[src/rtl/sample_decompressor.sv]
// ============================================================================
// Module  : sample_decompressor
// Brief   : Run-length decoder for 16-bit sample streams with valid/ready I/O.
// Revision: 1.0
// ============================================================================
`default_nettype none

module sample_decompressor (
    input  logic        clk,
    input  logic        rst,
    input  logic        clear,
    input  logic [15:0] in_data,
    input  logic        in_valid,
    output logic        in_ready,
    output logic [15:0] out_data,
    output logic        out_valid,
    input  logic        out_ready,
    output logic        idle
);

    typedef enum logic [1:0] {
        ST_FIRST = 2'd0,
        ST_LIT   = 2'd1,
        ST_CNT   = 2'd2,
        ST_EXP   = 2'd3
    } state_t;

    localparam logic [15:0] CNT_MAX = 16'hFFFF;

    state_t      state, state_nxt;
    logic [15:0] last, last_nxt;
    logic [15:0] rem, rem_nxt;
    logic        cont, cont_nxt;
    logic [15:0] out_data_nxt;
    logic        out_valid_nxt;
    logic        out_free;
    logic        accept;

    assign out_free = !out_valid || out_ready;
    assign in_ready = (state != ST_EXP) && out_free && !clear;
    assign accept   = in_valid && in_ready;
    assign idle     = ((state == ST_FIRST) || (state == ST_LIT)) && !out_valid;

    always_comb begin
        state_nxt     = state;
        last_nxt      = last;
        rem_nxt       = rem;
        cont_nxt      = cont;
        out_data_nxt  = out_data;
        out_valid_nxt = out_valid;

        // A consumed word drops valid unless something below reloads it.
        if (out_valid && out_ready) begin
            out_valid_nxt = 1'b0;
        end

        if (clear) begin
            state_nxt     = ST_FIRST;
            out_valid_nxt = 1'b0;
            rem_nxt       = 16'd0;
            cont_nxt      = 1'b0;
        end else begin
            case (state)
                ST_FIRST: begin
                    if (accept) begin
                        out_data_nxt  = in_data;
                        out_valid_nxt = 1'b1;
                        last_nxt      = in_data;
                        state_nxt     = ST_LIT;
                    end
                end
                ST_LIT: begin
                    if (accept) begin
                        out_data_nxt  = in_data;
                        out_valid_nxt = 1'b1;
                        last_nxt      = in_data;
                        if (in_data == last) begin
                            state_nxt = ST_CNT;
                        end
                    end
                end
                ST_CNT: begin
                    if (accept) begin
                        if (in_data == 16'd0) begin
                            state_nxt = ST_LIT;
                        end else begin
                            rem_nxt   = in_data;
                            cont_nxt  = (in_data == CNT_MAX);
                            state_nxt = ST_EXP;
                        end
                    end
                end
                ST_EXP: begin
                    if (out_free) begin
                        out_data_nxt  = last;
                        out_valid_nxt = 1'b1;
                        rem_nxt       = rem - 16'd1;
                        // A saturated count means the encoder sends another count word.
                        if (rem == 16'd1) begin
                            state_nxt = cont ? ST_CNT : ST_LIT;
                        end
                    end
                end
                default: state_nxt = ST_FIRST;
            endcase
        end
    end

    always_ff @(posedge clk or posedge rst) begin
        if (rst) begin
            state     <= ST_FIRST;
            last      <= 16'd0;
            rem       <= 16'd0;
            cont      <= 1'b0;
            out_data  <= 16'd0;
            out_valid <= 1'b0;
        end else begin
            state     <= state_nxt;
            last      <= last_nxt;
            rem       <= rem_nxt;
            cont      <= cont_nxt;
            out_data  <= out_data_nxt;
            out_valid <= out_valid_nxt;
        end
    end

endmodule

`default_nettype wire

[config.mk]
export PLATFORM = sky130hd
export DESIGN_NAME = sample_decompressor
export DESIGN_NICKNAME = d
export VERILOG_FILES = /design/src/rtl/sample_decompressor.sv
export SDC_FILE = /design/constraint.sdc
export NUM_CORES = 1
export LEC_CHECK = 0
export CORE_MARGIN = 1.5
export CORE_UTILIZATION = 55
export DETAILED_ROUTE_END_ITERATION = 10
export GPL_TIMING_DRIVEN = 0
export PLACE_DENSITY = 0.79
export SYNTH_ARGS = -nofsm -noshare
export SYNTH_HDL_FRONTEND = slang
export SYNTH_SLANG_ARGS = --single-unit
[constraint.sdc]
create_clock -name clk -period 2.5 [get_ports clk]
set_clock_uncertainty 0.15 [all_clocks]
set_input_delay 0.5 -clock clk [delete_from_list [all_inputs] [get_ports clk]]
set_output_delay 0.5 -clock clk [all_outputs]
set_load 0.01 [all_outputs]
==> flow_metrics.tcl <==
set metrics [dict create \
    status "finished clean" \
    numCtsBuffers 5 \
    synth.distinct_cells 49 \
    ctsHoldBuffers 0 \
    grt_usage_pct 29.56 \
    port_buffers 39 \
    setup_viol 0 \
    num_vias 2730 \
    core_um2 5140 \
    fin_crit_sh_pct 96.00 \
    max_freq_ghz 0.4167 \
    whs_ns 0.3438 \
    wl_per_cell_um 19.44 \
    synth_area_leader_cell "dfrtp_1" \
    ir_worst_vdd_uv 375.7 \
    path_max_fanout 10 \
    clk_latency_ns 0.31 \
    start_util_pct 57.77 \
    slew_headroom_pct 42.14 \
    grt_remaining_overflow 0 \
    drtIter0Drc 238 \
    antenna_found_initial 0 \
    grt_max_degree 35 \
    route.detailed.drc 0 \
    dieArea_um2 5848 \
    drt-total-wl_mm 8.261 \
    end_kind "register" \
    yosys_register_bits 52 \
    netlist_instances 308 \
    rsz0062_at_grt "no" \
    report.final.slew_viol_count 0 \
    ioPinCount 40 \
    yosys_most_used_dff "dfrtp_1" \
    synth-adder-area-share_pct 0.8428 \
    synthMuxAreaShare_pct 8.470 \
    leakage_uw 0.001445 \
    fp.dieW_um 76.48 \
    post-route-min-period_ns 2.400 \
    htreeDepth 2 \
    maxCapViolations 0 \
    clkSinkCount 52 \
    required_ns 2.54 \
    startpoint_type "primary input" \
    yosys.area.top_type_share_pct 43.83 \
    synth_top_family_by_area "simple AND/OR/NAND/NOR gates" \
    cp_top_family "buffers and inverters" \
    synthTopCellsByArea "dfrtp_1 44%, mux2_2 6.4%, xor2_1 4.7%" \
    fill_cells 438 \
    synth_compound_area_share_pct 16.73 \
    drt_pre_antenna_iters 5 \
    synthesis.area_um2 2969 \
    gp_congestion 0.8921 \
    power_density_nw_per_um2 558.9 \
    synthXorXnorAreaFrac_pct 4.720 \
    grt_pass1_wl_mm 13.37 \
    drt-vias-per-instance 6.424 \
    cts-root-buf "clkbuf_8" \
    synth_warnings 0 \
    worst_pin_slew_ns 0.8613 \
    seq_area_frac_synth_pct 43.83 \
    clk_pin_slew_ns 0.10 \
    hpwl_mm 6.034 \
    crit_buf_inv 3 \
    hp-class "in2async" \
    drive_gt1_share_pct 15.49 \
    grt_pass1_vias 2601 \
    dp_cells 418 \
    yosys.area_share.simple_pct 21.62 \
    synth-edff-count 0 \
    worstSetupPathType "in2reg" \
    fp.dieH_um 76.48 \
    final_cells 425 \
    critPathMaxStageDelay_ns 0.51 \
    async_reset_ff_share_pct 100.0 \
    final_nets 377 \
    cp_cell_sequence "clkdlybuf4s50_1 > nor4_2 > nand4_1 > a31o_1 > buf_6 > buf_8 > mux2i_1 > o22ai_1" \
    timing.critical_path.slowest_stage_cell "clkdlybuf4s50_1" \
    postRouteAntennaNets 0 \
    cp.arrival_ns 2.44 \
    area_growth_pct 20.27 \
    synth_nets 331 \
    avgSynthCellArea_um2 9.640 \
    cts.path.max_buffers 2 \
    num_rows 26 \
    finalHoldViolations 0 \
    cts_tree "built" \
    antenna_cells 0 \
]
## state kept, by name, summed over array words and instances (netlist names)
| signal | cells |
|---|---|
| rem | 16 |
| last | 16 |
| out_data | 16 |
| out_valid | 1 |
| cont | 1 |
| state | 2 |
## per-layer routing
| metal | wire, µm | vias up | track usage (%) |
|---|---|---|---|
| met5 | 0 | - | 0 |
| met4 | 157 | 0 | 10.00 |
| met3 | 537 | 14 | 4.551 |
| met2 | 4083 | 142 | 48.75 |
| met1 | 3483 | 1354 | 39.72 |
| li1 | - | 1220 | - |
## cell type report
type / count / area (µm²) / area share, %
multi-input cells: 235 / 1562 / 43.73
flip-flops and latches: 52 / 1301 / 36.44
repair buffers: 40 / 414.1 / 11.60
plain buffers: 16 / 101.3 / 2.838
well taps: 70 / 87.58 / 2.453
clock buffers: 5 / 68.82 / 1.927
clock inverters: 3 / 21.27 / 0.5957
inverters: 4 / 15.01 / 0.4205
## path summary, 6_finish.rpt
check | end | slack [ns] | startpoint | cells past startpoint
setup / recovery | rem[5]$_DFFE_PP0P_ | 0.10 | in_data[11] | 8
hold / removal | out_data[8]$_DFFE_PP0P_ | 0.34 | rst | 2
setup reg to reg | out_data[3]$_DFFE_PP0P_ | 0.28 | state[1]$_DFFE_PP0P_ | 8
hold reg to reg | out_data[10]$_DFFE_PP0P_ | 0.40 | out_data[10]$_DFFE_PP0P_ | 2
max in group asynchronous | state[0]$_DFFE_PP0P_ | 1.33 | rst | 3
min in group clk | out_data[10]$_DFFE_PP0P_ | 0.40 | out_data[10]$_DFFE_PP0P_ | 2
## stage by stage
step | setup slack (ns) | total power [µW] | setup TNS, ns | utilization, % | area, µm²
after floorplan | 0.5839 | 1262 | 0 | - | 2969
after global placement | -0.4778 | 1480 | -28.63 | 67.06 | 3447
after detailed placement | -0.4700 | 1502 | -7.966 | 67.45 | 3467
after CTS | 0.007434 | 2000 | 0 | 69.30 | 3562
after global routing | 0.002128 | 2082 | 0 | 69.47 | 3571
final | 0.1000 | 1996 | 0 | 69.47 | 3571
## timing repair
item / 4_1_cts / 5_1_grt
resized for setup: 6 / 2
pin swaps: 0 / 0
setup buffers: 0 / 0
setup endpoints to repair: 1 / 10
## synth_stat cells (all sizes together), types with 3 or more instances
cell type  instances
nand3              6
a21oi             15
o211ai             3
nor4              15
mux2              17
inv                4
nor2              30
nand4              6
dfrtp             52
and2               5
or3                4
xor2              16
clkbuf             5
a31oi             15
mux2i              6
o21ai             21
buf               12
o31ai              6
nand2             34
nor3               6
## power by group
| group | leakage, µW | internal, µW | total [µW] | switching [µW] |
|---|---|---|---|---|
| sequential | 0.000642 | 942 | 1020 | 81.4 |
| combinational | 0.000758 | 247 | 473 | 226 |
| clock | 0.0000445 | 200 | 500 | 300 |
## logic make-up (layout without fill, tap and decap cells)
group / after synthesis / in the layout
buffers and inverters: 21 / 68
multiplexers: 23 / 23
AND/OR/NAND/NOR: 117 / 117
XOR/XNOR: 16 / 16
AO/OA/AOI/OAI: 77 / 77
adder cells (fa/ha/maj): 2 / 2
flip-flops: 52 / 52
## cell usage in the layout (no fill, tap or decap), types with 3 or more instances in the layout
cell type	instances
a21oi_1	14
a31oi_1	15
and2_1	4
buf_2	9
clkbuf_1	3
clkbuf_8	5
clkdlybuf4s50_1	37
dfrtp_1	52
inv_1	3
mux2_2	17
mux2i_1	6
nand2_1	34
nand3_1	6
nand4_1	6
nor2_1	30
nor3_1	6
nor4_1	9
nor4_2	6
o211ai_1	3
o21ai_0	21
o31ai_1	5
or3_1	4
xor2_1	16
Note: power is estimated with default switching activity, not from simulation.
